$ cat src/rtl/id_stage_if.sv
// Pipeline-facing signals of the ID stage: IF_ID and hazard/forwarding inputs
// from EX/MEM/WB, plus the fetch-control outputs and the ID_EX register.
interface id_stage_if;
  logic [63:0]  IF_ID;
  logic [1:0]   status;
  logic         EX_MemRead;
  logic         EX_RegWrite;
  logic [4:0]   EX_dst;
  logic         MEM_MemRead;
  logic         MEM_RegWrite;
  logic [4:0]   MEM_dst;
  logic [31:0]  MEM_result;
  logic         WB_write;
  logic [4:0]   WB_dst;
  logic [31:0]  WB_data;
  logic         PC_IF_ID_Write;
  logic [2:0]   select_PC_next;
  logic [31:0]  branch_target;
  logic [31:0]  jump_target;
  logic [31:0]  jr_target;
  logic         exception;
  logic [153:0] ID_EX;

  modport master (
    output IF_ID, status,
    output EX_MemRead, EX_RegWrite, EX_dst,
    output MEM_MemRead, MEM_RegWrite, MEM_dst, MEM_result,
    output WB_write, WB_dst, WB_data,
    input  PC_IF_ID_Write, select_PC_next,
    input  branch_target, jump_target, jr_target,
    input  exception, ID_EX
  );

  modport slave (
    input  IF_ID, status,
    input  EX_MemRead, EX_RegWrite, EX_dst,
    input  MEM_MemRead, MEM_RegWrite, MEM_dst, MEM_result,
    input  WB_write, WB_dst, WB_data,
    output PC_IF_ID_Write, select_PC_next,
    output branch_target, jump_target, jr_target,
    output exception, ID_EX
  );
endinterface

$ cat src/rtl/id_stage.sv
// MIPS ID stage: decode, 32x32 register file with write-through, branch/jump
// resolution with MEM forwarding, hazard stalls and the ID_EX register.
module id_stage (
  input  logic       clk,
  input  logic       rst_n,
  id_stage_if.slave  bus
);

  localparam logic [3:0] ALU_ADD  = 4'd0;
  localparam logic [3:0] ALU_SUB  = 4'd1;
  localparam logic [3:0] ALU_AND  = 4'd2;
  localparam logic [3:0] ALU_OR   = 4'd3;
  localparam logic [3:0] ALU_XOR  = 4'd4;
  localparam logic [3:0] ALU_NOR  = 4'd5;
  localparam logic [3:0] ALU_SLT  = 4'd6;
  localparam logic [3:0] ALU_SLTU = 4'd7;
  localparam logic [3:0] ALU_SLL  = 4'd8;
  localparam logic [3:0] ALU_SRL  = 4'd9;
  localparam logic [3:0] ALU_SRA  = 4'd10;
  localparam logic [3:0] ALU_LUI  = 4'd11;

  localparam logic [1:0] IMM_SEXT = 2'd0;
  localparam logic [1:0] IMM_ZEXT = 2'd1;
  localparam logic [1:0] IMM_LUI  = 2'd2;

  logic [31:0] instr;
  logic [31:0] pc_plus4;
  logic [5:0]  opcode;
  logic [5:0]  funct;
  logic [4:0]  rs;
  logic [4:0]  rt;
  logic [4:0]  rd;
  logic [15:0] imm;

  assign instr    = bus.IF_ID[31:0];
  assign pc_plus4 = bus.IF_ID[63:32];
  assign opcode   = instr[31:26];
  assign funct    = instr[5:0];
  assign rs       = instr[25:21];
  assign rt       = instr[20:16];
  assign rd       = instr[15:11];
  assign imm      = instr[15:0];

  logic       valid;
  logic       reg_write;
  logic       mem_read;
  logic       mem_write;
  logic       mem_to_reg;
  logic       alu_src;
  logic [1:0] reg_dst;
  logic [3:0] alu_op;
  logic [1:0] imm_sel;
  logic       use_rs;
  logic       use_rt;
  logic       is_beq;
  logic       is_bne;
  logic       is_j;
  logic       is_jr;

  always_comb begin
    valid      = 1'b0;
    reg_write  = 1'b0;
    mem_read   = 1'b0;
    mem_write  = 1'b0;
    mem_to_reg = 1'b0;
    alu_src    = 1'b0;
    reg_dst    = 2'b00;
    alu_op     = ALU_ADD;
    imm_sel    = IMM_SEXT;
    use_rs     = 1'b0;
    use_rt     = 1'b0;
    is_beq     = 1'b0;
    is_bne     = 1'b0;
    is_j       = 1'b0;
    is_jr      = 1'b0;
    case (opcode)
      6'h00: begin
        valid     = 1'b1;
        reg_write = 1'b1;
        reg_dst   = 2'b01;
        use_rs    = 1'b1;
        use_rt    = 1'b1;
        case (funct)
          6'h20, 6'h21: alu_op = ALU_ADD;
          6'h22, 6'h23: alu_op = ALU_SUB;
          6'h24:        alu_op = ALU_AND;
          6'h25:        alu_op = ALU_OR;
          6'h26:        alu_op = ALU_XOR;
          6'h27:        alu_op = ALU_NOR;
          6'h2A:        alu_op = ALU_SLT;
          6'h2B:        alu_op = ALU_SLTU;
          6'h00: begin
            alu_op = ALU_SLL;
            use_rs = 1'b0;
          end
          6'h02: begin
            alu_op = ALU_SRL;
            use_rs = 1'b0;
          end
          6'h03: begin
            alu_op = ALU_SRA;
            use_rs = 1'b0;
          end
          6'h08: begin
            reg_write = 1'b0;
            reg_dst   = 2'b00;
            is_jr     = 1'b1;
          end
          6'h09: is_jr = 1'b1;
          default: begin
            valid     = 1'b0;
            reg_write = 1'b0;
            reg_dst   = 2'b00;
            use_rs    = 1'b0;
            use_rt    = 1'b0;
          end
        endcase
        // A flushed IF_ID slot (all zeros) must not look like a register write
        if (instr == 32'h0) reg_write = 1'b0;
      end
      6'h23: begin
        valid      = 1'b1;
        reg_write  = 1'b1;
        mem_read   = 1'b1;
        mem_to_reg = 1'b1;
        alu_src    = 1'b1;
        use_rs     = 1'b1;
      end
      6'h2B: begin
        valid     = 1'b1;
        mem_write = 1'b1;
        alu_src   = 1'b1;
        use_rs    = 1'b1;
        use_rt    = 1'b1;
      end
      6'h0F: begin
        valid     = 1'b1;
        reg_write = 1'b1;
        alu_src   = 1'b1;
        alu_op    = ALU_LUI;
        imm_sel   = IMM_LUI;
      end
      6'h08, 6'h09, 6'h0A, 6'h0B, 6'h0C, 6'h0D: begin
        valid     = 1'b1;
        reg_write = 1'b1;
        alu_src   = 1'b1;
        use_rs    = 1'b1;
        case (opcode)
          6'h0A:   alu_op = ALU_SLT;
          6'h0B:   alu_op = ALU_SLTU;
          6'h0C: begin
            alu_op  = ALU_AND;
            imm_sel = IMM_ZEXT;
          end
          6'h0D: begin
            alu_op  = ALU_OR;
            imm_sel = IMM_ZEXT;
          end
          default: alu_op = ALU_ADD;
        endcase
      end
      6'h04, 6'h05: begin
        valid  = 1'b1;
        alu_op = ALU_SUB;
        use_rs = 1'b1;
        use_rt = 1'b1;
        is_beq = (opcode == 6'h04);
        is_bne = (opcode == 6'h05);
      end
      6'h02: begin
        valid = 1'b1;
        is_j  = 1'b1;
      end
      6'h03: begin
        valid     = 1'b1;
        is_j      = 1'b1;
        reg_write = 1'b1;
        reg_dst   = 2'b10;
      end
      default: valid = 1'b0;
    endcase
  end

  logic [31:0] rf_q [32];

  always_ff @(posedge clk or negedge rst_n) begin
    if (!rst_n) begin
      for (int i = 0; i < 32; i++) rf_q[i] <= '0;
    end else if (bus.WB_write && bus.WB_dst != 5'd0) begin
      rf_q[bus.WB_dst] <= bus.WB_data;
    end
  end

  logic [31:0] rs_rf;
  logic [31:0] rt_rf;
  logic [31:0] rs_src;
  logic [31:0] rt_src;

  assign rs_rf = (rs == 5'd0) ? 32'h0 :
                 (bus.WB_write && bus.WB_dst == rs) ? bus.WB_data : rf_q[rs];
  assign rt_rf = (rt == 5'd0) ? 32'h0 :
                 (bus.WB_write && bus.WB_dst == rt) ? bus.WB_data : rf_q[rt];

  // Only a non-load MEM result is ready early enough to feed the comparator
  logic mem_fwd_ok;
  assign mem_fwd_ok = bus.MEM_RegWrite && !bus.MEM_MemRead && bus.MEM_dst != 5'd0;
  assign rs_src = (mem_fwd_ok && bus.MEM_dst == rs) ? bus.MEM_result : rs_rf;
  assign rt_src = (mem_fwd_ok && bus.MEM_dst == rt) ? bus.MEM_result : rt_rf;

  logic [31:0] imm_ext;
  always_comb begin
    imm_ext = {{16{imm[15]}}, imm};
    case (imm_sel)
      IMM_ZEXT: imm_ext = {16'h0, imm};
      IMM_LUI:  imm_ext = {imm, 16'h0};
      default:  imm_ext = {{16{imm[15]}}, imm};
    endcase
  end

  assign bus.branch_target = pc_plus4 + {{14{imm[15]}}, imm, 2'b00};
  assign bus.jump_target   = {pc_plus4[31:28], instr[25:0], 2'b00};
  assign bus.jr_target     = rs_src;

  logic br_rs;
  logic br_rt;
  logic ex_hit_rs;
  logic ex_hit_rt;
  logic mem_hit_rs;
  logic mem_hit_rt;
  logic load_use;
  logic br_ex;
  logic br_mem;
  logic stall;

  assign br_rs      = is_beq | is_bne | is_jr;
  assign br_rt      = is_beq | is_bne;
  assign ex_hit_rs  = (bus.EX_dst != 5'd0) && (bus.EX_dst == rs);
  assign ex_hit_rt  = (bus.EX_dst != 5'd0) && (bus.EX_dst == rt);
  assign mem_hit_rs = (bus.MEM_dst != 5'd0) && (bus.MEM_dst == rs);
  assign mem_hit_rt = (bus.MEM_dst != 5'd0) && (bus.MEM_dst == rt);
  assign load_use   = bus.EX_MemRead && ((use_rs && ex_hit_rs) || (use_rt && ex_hit_rt));
  assign br_ex      = bus.EX_RegWrite && ((br_rs && ex_hit_rs) || (br_rt && ex_hit_rt));
  assign br_mem     = bus.MEM_MemRead && ((br_rs && mem_hit_rs) || (br_rt && mem_hit_rt));
  assign stall      = valid && (load_use || br_ex || br_mem);

  logic [10:0]  ctrl;
  logic [153:0] id_ex_d;
  logic [153:0] id_ex_q;
  logic [2:0]   sel_pc;
  logic         pc_write;
  logic         undef;

  assign ctrl = {reg_write, mem_read, mem_write, mem_to_reg, alu_src, reg_dst, alu_op};

  always_comb begin
    id_ex_d  = '0;
    sel_pc   = 3'b000;
    pc_write = 1'b1;
    undef    = 1'b0;
    if (bus.status != 2'b00) begin
      id_ex_d = '0;
    end else if (!valid) begin
      undef = 1'b1;
    end else if (stall) begin
      pc_write = 1'b0;
    end else begin
      id_ex_d = {ctrl, pc_plus4, rs_rf, rt_rf, imm_ext, rs, rt, rd};
      if ((is_beq && rs_src == rt_src) || (is_bne && rs_src != rt_src)) sel_pc = 3'b100;
      else if (is_j)                                                    sel_pc = 3'b010;
      else if (is_jr)                                                   sel_pc = 3'b001;
    end
  end

  always_ff @(posedge clk or negedge rst_n) begin
    if (!rst_n) id_ex_q <= '0;
    else        id_ex_q <= id_ex_d;
  end

  assign bus.ID_EX          = id_ex_q;
  assign bus.select_PC_next = sel_pc;
  assign bus.PC_IF_ID_Write = pc_write;
  assign bus.exception      = undef;

endmodule

$ cat src/flat_wrapper.sv
// flat-port wrapper written by rule: the top's interface ports become plain ports
module id_stage_flat 
  (clk, rst_n, bus_IF_ID, bus_status, bus_EX_MemRead, bus_EX_RegWrite, bus_EX_dst, bus_MEM_MemRead, bus_MEM_RegWrite, bus_MEM_dst, bus_MEM_result, bus_WB_write, bus_WB_dst, bus_WB_data, bus_PC_IF_ID_Write, bus_select_PC_next, bus_branch_target, bus_jump_target, bus_jr_target, bus_exception, bus_ID_EX);
  id_stage_if bus_i ();
  input  logic clk;
  input  logic rst_n;
  input wire logic [$bits(bus_i.IF_ID)-1:0] bus_IF_ID;
  input wire logic [$bits(bus_i.status)-1:0] bus_status;
  input wire logic [$bits(bus_i.EX_MemRead)-1:0] bus_EX_MemRead;
  input wire logic [$bits(bus_i.EX_RegWrite)-1:0] bus_EX_RegWrite;
  input wire logic [$bits(bus_i.EX_dst)-1:0] bus_EX_dst;
  input wire logic [$bits(bus_i.MEM_MemRead)-1:0] bus_MEM_MemRead;
  input wire logic [$bits(bus_i.MEM_RegWrite)-1:0] bus_MEM_RegWrite;
  input wire logic [$bits(bus_i.MEM_dst)-1:0] bus_MEM_dst;
  input wire logic [$bits(bus_i.MEM_result)-1:0] bus_MEM_result;
  input wire logic [$bits(bus_i.WB_write)-1:0] bus_WB_write;
  input wire logic [$bits(bus_i.WB_dst)-1:0] bus_WB_dst;
  input wire logic [$bits(bus_i.WB_data)-1:0] bus_WB_data;
  output wire logic [$bits(bus_i.PC_IF_ID_Write)-1:0] bus_PC_IF_ID_Write;
  output wire logic [$bits(bus_i.select_PC_next)-1:0] bus_select_PC_next;
  output wire logic [$bits(bus_i.branch_target)-1:0] bus_branch_target;
  output wire logic [$bits(bus_i.jump_target)-1:0] bus_jump_target;
  output wire logic [$bits(bus_i.jr_target)-1:0] bus_jr_target;
  output wire logic [$bits(bus_i.exception)-1:0] bus_exception;
  output wire logic [$bits(bus_i.ID_EX)-1:0] bus_ID_EX;
  assign bus_i.IF_ID = bus_IF_ID;
  assign bus_i.status = bus_status;
  assign bus_i.EX_MemRead = bus_EX_MemRead;
  assign bus_i.EX_RegWrite = bus_EX_RegWrite;
  assign bus_i.EX_dst = bus_EX_dst;
  assign bus_i.MEM_MemRead = bus_MEM_MemRead;
  assign bus_i.MEM_RegWrite = bus_MEM_RegWrite;
  assign bus_i.MEM_dst = bus_MEM_dst;
  assign bus_i.MEM_result = bus_MEM_result;
  assign bus_i.WB_write = bus_WB_write;
  assign bus_i.WB_dst = bus_WB_dst;
  assign bus_i.WB_data = bus_WB_data;
  assign bus_PC_IF_ID_Write = bus_i.PC_IF_ID_Write;
  assign bus_select_PC_next = bus_i.select_PC_next;
  assign bus_branch_target = bus_i.branch_target;
  assign bus_jump_target = bus_i.jump_target;
  assign bus_jr_target = bus_i.jr_target;
  assign bus_exception = bus_i.exception;
  assign bus_ID_EX = bus_i.ID_EX;
  id_stage u_core (.clk(clk), .rst_n(rst_n), .bus(bus_i));
endmodule
$ cat config.mk
export PLATFORM = sky130hd
export DESIGN_NAME = id_stage_flat
export DESIGN_NICKNAME = d
export VERILOG_FILES = /design/src/rtl/id_stage_if.sv /design/src/rtl/id_stage.sv /design/src/flat_wrapper.sv
export SDC_FILE = /design/constraint.sdc
export NUM_CORES = 2
export LEC_CHECK = 0
export CORE_ASPECT_RATIO = 1.25
export CORE_MARGIN = 2
export CORE_UTILIZATION = 65
export DETAILED_ROUTE_END_ITERATION = 16
export DONT_BUFFER_PORTS = 1
export PLACE_DENSITY = 0.81
export RECOVER_POWER = 25
export SLEW_MARGIN = 20
export SYNTH_ARGS = -nofsm -noshare
export SYNTH_HDL_FRONTEND = slang
export SYNTH_SLANG_ARGS = --single-unit
export TNS_END_PERCENT = 20
$ cat constraint.sdc
create_clock -name clk -period 5.3 [get_ports clk]
set_clock_uncertainty 0.2 [all_clocks]
set_input_delay 1.06 -clock clk [delete_from_list [all_inputs] [get_ports clk]]
set_output_delay 1.06 -clock clk [all_outputs]
set_load 0.01 [all_outputs]
Word level (Yosys, flattened, before mapping)
Index checks and enable logic that the tools add are counted.

storage, ports and cells
  input bits = 152
  output and inout port bits = 255
  logic and storage cells = 187
  register bits = 1178

operators by class
  equal/unequal tests = 37
  magnitude comparators = 4
  $add $sub $neg = 1
  bitwise operators = 5
  reduce and logical (&&, ||, !) cells = 54
  mux-type cells = 53

operators by type and width
  cell                                                                    count
  1024-bit bitwise mux                                                    1
  154-bit 2-to-1 mux                                                      3
  32-bit 2-to-1 mux                                                       11
  32-bit binary-select mux with 5-bit select                              2
  32-bit demux with 5-bit select                                          1
  6-bit equality test (second input constant)                             12
  32-bit case mux with 2 select lines                                     1
  6-bit by 4-bit equality test with 1-bit output (second input constant)  9
  4-bit case mux with 10 select lines                                     1
  32-bit adder                                                            1
  32-bit equality test                                                    1
  32-bit zero test                                                        1
  32-bit inequality test                                                  1
  5-bit equality test                                                     6
  6-bit by 2-bit equality test with 1-bit output (second input constant)  4
  1-bit logical AND                                                       24
  1-bit 2-to-1 mux                                                        20
  6-bit >= comparator (second input constant)                             3
  5-bit NOT with 6-bit output                                             3
  9-bit OR reduction                                                      2
  4-bit case mux with 4 select lines                                      1
  3-bit 2-to-1 mux                                                        5
  5-bit nonzero test                                                      3
  15-bit OR reduction                                                     1
  other kinds (20)                                                        37

Longest topological paths before layout
  word-level depth = 14
  mapped depth = 16
  mapped depth without buffers = 14

Worst setup path before layout
No wires, ideal clock.

  path type = in2out
  start = input port bus_IF_ID[1]
  end = output port bus_branch_target[30]
  path buffers = 1
  arrival = 4019 ps
  data required time = 4040 ps
  setup slack = 21 ps
  cell stages on the path = 14
  cell sequence = clkbuf_1 inv_1 fa_1 nor2b_1 o21ai_0 a21boi_0 o21ai_0 a21boi_0 o21bai_1 a2111oi_0 o21a_1 a221o_1 o41a_1 xor2_1

on the way
  longest elaborated chain between the ends = 1

RTL lines
  element             line                source
  start: declaration  flat_wrapper.sv:7   input wire logic [$bits(bus_i.IF_ID)-1:0] bus_IF_ID;
  32-bit adder        id_stage.sv:220     assign bus.branch_target = pc_plus4 + {{14{imm[15]}}, imm, 2'b00};
  end: declaration    flat_wrapper.sv:21  output wire logic [$bits(bus_i.branch_target)-1:0] bus_branch_target;

No other way between the ends.

Worst setup path after layout
  start = input port bus_IF_ID[21]
  end = output port bus_select_PC_next[2]

on the way
  longest elaborated chain between the ends = 14
  elaborated cells on any way between the ends = 36
  those cells by class = 5 x eq/ne; 10 x mux; 1 x bitwise; 20 x reduce/logical

RTL lines
  element                                                         line                source
  5-bit NOT with 6-bit output (implied by the code)               id_stage.sv:200     (bus.WB_write && bus.WB_dst == rs) ? bus.WB_data : rf_q[rs];
  32-bit binary-select mux with 5-bit select                      id_stage.sv:200
  32-bit 2-to-1 mux (implied by the code) (2 in a row)            id_stage.sv:200
  32-bit 2-to-1 mux                                               id_stage.sv:200
  32-bit 2-to-1 mux                                               id_stage.sv:199     assign rs_rf = (rs == 5'd0) ? 32'h0 :
  32-bit 2-to-1 mux                                               id_stage.sv:207     assign rs_src = (mem_fwd_ok && bus.MEM_dst == rs) ? bus.MEM_result : rs_rf;
  32-bit equality test or 32-bit inequality test (tied branches)  id_stage.sv:268     if ((is_beq && rs_src == rt_src) || (is_bne && rs_src != rt_src)) sel_pc = 3'b100;
  1-bit logical AND                                               id_stage.sv:268
  1-bit logical OR                                                id_stage.sv:268
  3-bit 2-to-1 mux                                                id_stage.sv:268
  3-bit 2-to-1 mux (*)                                            id_stage.sv:264     end else if (stall) begin
  3-bit 2-to-1 mux (*)                                            id_stage.sv:262     end else if (!valid) begin
  3-bit 2-to-1 mux (*)                                            id_stage.sv:260     if (bus.status != 2'b00) begin
  end: declaration                                                flat_wrapper.sv:20  output wire logic [$bits(bus_i.select_PC_next)-1:0] bus_select_PC_next;

Every way passes the cells marked *; elsewhere a longest branch is shown, timed or not. The select of a mux whose other input is x is not followed.

==> metrics.csv <==
metric;value;unit
cp_common_cell;buf_4;
yosys_warnings;0;
use_met2;68.3;%
antenna_found_initial;15;
finalHoldViolations;0;
relSlewSlack;-190;%
p_int;19.2;mW
initialDrtViolationCount;7240;
combPwrFrac;21.1;%
synth_fa_ha_area_share;0.636;%
finalNonFillerCells;6272;
firstDrtPassIters;9;
cts.sinks;1177;
swShare;28.0;%
max_freq;0.152;GHz
synth_edf_count;0;
htreeDepth;3;
worst_pin_slew;4350;ps
critPathCaptureType;output port;
peakVddDrop;0.323;mV
syn_area_per_cell;13.3;um2
wl_per_cell;38.3;um
routed_via_density;7.71;
overflow;0;
outcome;finished, violations left;
tns;-2460;ps
place_inst;6033;
die_x;285;um
ioPinCount;407;
first_global_vias;48700;
synthCells;4804;
synth_seq_cells;1177;
arrival;5340;ps
regArea;0.0295;mm2
die-area;0.101;mm2
syn_to_final_growth;12.4;%
cts-buffers-inserted;115;
gr-usage-met1;56.0;%
dpl_worst_slack;-929;ps
grt_pass1_wl;344;mm
syn-cell-area;0.0641;mm2
cts_buffer_depth;3;
grtUsageTotal;47.5;%
initial_core_util;65.7;%
crit_type;in -> out;
synth_top_family_by_area;multiplexers;
path_max_fanout;314;
core;0.0975;mm2
io_buffers;0;
final_max_slew_viol_count;594;
async_reset_ff_share;100;%
tritoncts;built;
crit_path_max_incr_delay;970;ps
maxCapViolations;18;
layout_common_cells;1177 x dfrtp_1, 996 x mux2_2, 395 x mux4_2;
multi_input_area;0.0323;mm2
path_clk_slew;60;ps
layout-drive-gt1-share;43.7;%
grt_max_degree;315;
die_y;355;um
crit_required;4040;ps
grtUsageMet3;18.2;%
synth_mux_area_share;35.6;%
synth-compound-area-share;6.28;%
hold_slack;172;ps
start_kind;input port;
synthXorXnorAreaFrac;1.18;%
seq_power_share;43.9;%
synthSimpleGateAreaFrac;5.65;%
min_path_type;in -> reg;
ys_types;89;
fill_cells;5954;
leakage;32.2;nW
final_common_cell;dfrtp_1;
wirelength;241;mm
yosys.area.top_type;dfrtp_1;
failed_checks;max-capacitance violations, max-slew violations, negative setup slack;
netlist_top_cells_area;dfrtp_1 46%, mux2_2 18%, mux4_2 14%;
drc;0;
netlist.area_leader.share;46.0;%
yosysSeqAreaShare;46.0;%
p_per_area;370;mW/mm2
setup_ws;-1300;ps
rsz0062_at_grt;yes;
clock_power_share;35.0;%
path_cells;mux4_2 > a22o_1 > a221oi_1 > buf_4 > a31oi_4 > nand3_2 > o21ai_2 > xor2_1 > nor4_4 > buf_4 > nand4_1 > o31a_1 > o211a_4 > buf_12;
root_buffer;clkbuf_16;
top_usage_layer;met2;
vias;48400;
netSwitchingPower;7.45;mW
clk_latency;760;ps
period_minus_slack;6600;ps
ant_nets;0;
rows;128;
timing.final.crit_share;125;%
place_congestion;1.02;
finalSetupViolations;13;
crit_slowest_cell;mux4_2;
finalNetCount;5042;
synthFlopType;dfrtp_1;
dp_hpwl;152;mm
kinds of logic (layout without fill, tap and decap cells):
logic type	Yosys count	in the layout
mux	1644	1644
flops	1177	1177
simple gates	725	725
compound gates	574	574
buf+inv	565	718
xor+xnor	86	86
fa+ha+maj	32	32
other cells	1	16
power groups by stage:
| stage | combinational, mW | sequential [mW] | clock [mW] |
|---|---|---|---|
| 2_1_floorplan | 4.00 | 11.3 | 0 |
| 3_3_place_gp | 5.14 | 11.6 | 0 |
| 3_5_place_dp | 5.29 | 11.7 | 0 |
| 4_1_cts | 5.43 | 11.6 | 9.30 |
| 5_1_grt | 5.85 | 11.8 | 9.67 |
| 6_report | 5.63 | 11.7 | 9.34 |
Yosys cell counts (all sizes together) (24+ instances only):
cell type,number
buf,243
mux2i,237
xnor2,44
and2,26
dfrtp,1177
nor4,30
a21oi,88
mux4,407
inv,36
and3,77
nor3,68
xor2,42
nand2,181
mux2,1000
o21ai,82
a22oi,124
a22o,24
ha,31
nor2,160
o22ai,50
clkbuf,285
nand3,55
a221oi,37
through the flow:
step / total power [mW] / utilization [%] / area (um2)
after floorplan: 15.3 / - / 64100
after global placement: 16.7 / 68.9 / 67200
after detailed placement: 17.0 / 69.0 / 67300
after CTS: 26.3 / 73.7 / 71900
after global routing: 27.4 / 73.8 / 72000
final: 26.7 / 73.8 / 72000
critical path, delay by kind of cell:
kind | cells | cell delay [ps]
simple gates | 3 | 610
xor+xnor | 1 | 200
compound gates | 6 | 1310
buf+inv | 3 | 490
mux | 1 | 970
final timing paths:
| kind | start | end | slack, ps | cells past startpoint |
|---|---|---|---|---|
| worst max-delay path | bus_IF_ID[21] | bus_select_PC_next[2] | -1300 | 14 |
| worst min-delay path | bus_IF_ID[28] | u_core.bus.ID_EX[152]$_DFF_PN0_ | 170 | 1 |
| worst max register to register | u_core.rf_q[533]$_DFFE_PN0P_ | u_core.bus.ID_EX[100]$_DFF_PN0_ | 2210 | 8 |
| worst min register to register | u_core.rf_q[1014]$_DFFE_PN0P_ | u_core.rf_q[1014]$_DFFE_PN0P_ | 200 | 0 |
| max in group asynchronous | rst_n | u_core.rf_q[205]$_DFFE_PN0P_ | 530 | 7 |
| min in group asynchronous | rst_n | u_core.rf_q[86]$_DFFE_PN0P_ | 1230 | 2 |
layout make-up:
class,instances,share of cell area (%)
Multi-Input combinational cell,3063,44.8
Sequential cell,1177,40.9
Timing Repair Buffer,464,5.82
Clock buffer,157,4.55
Tap cell,1300,2.26
Clock inverter,60,1.41
Inverter,37,0.193
Antenna cell,14,0.0486
sequential cells by signal, indices dropped and copies added (netlist names):
register,count
u_core.bus.ID_EX,153
u_core.rf_q,1024
metal layers:
metal	up-vias	routed length [um]
met4	16	26500
li1	18300	-
met1	24500	75500
met5	-	142
met3	1304	35600
met2	4274	103000
repair_timing:
| action | CTS | global route |
|---|---|---|
| setup endpoints to repair | 5 | 6 |
| gates cloned | 0 | 0 |
| setup buffers | 3 | 1 |
| pin swaps | 14 | 14 |
| hold buffers | 2 | 0 |
| gates resized for setup | 64 | 31 |
| hold endpoints to repair | 82 | 0 |
No activity file was read; power rests on OpenSTA's default activity.
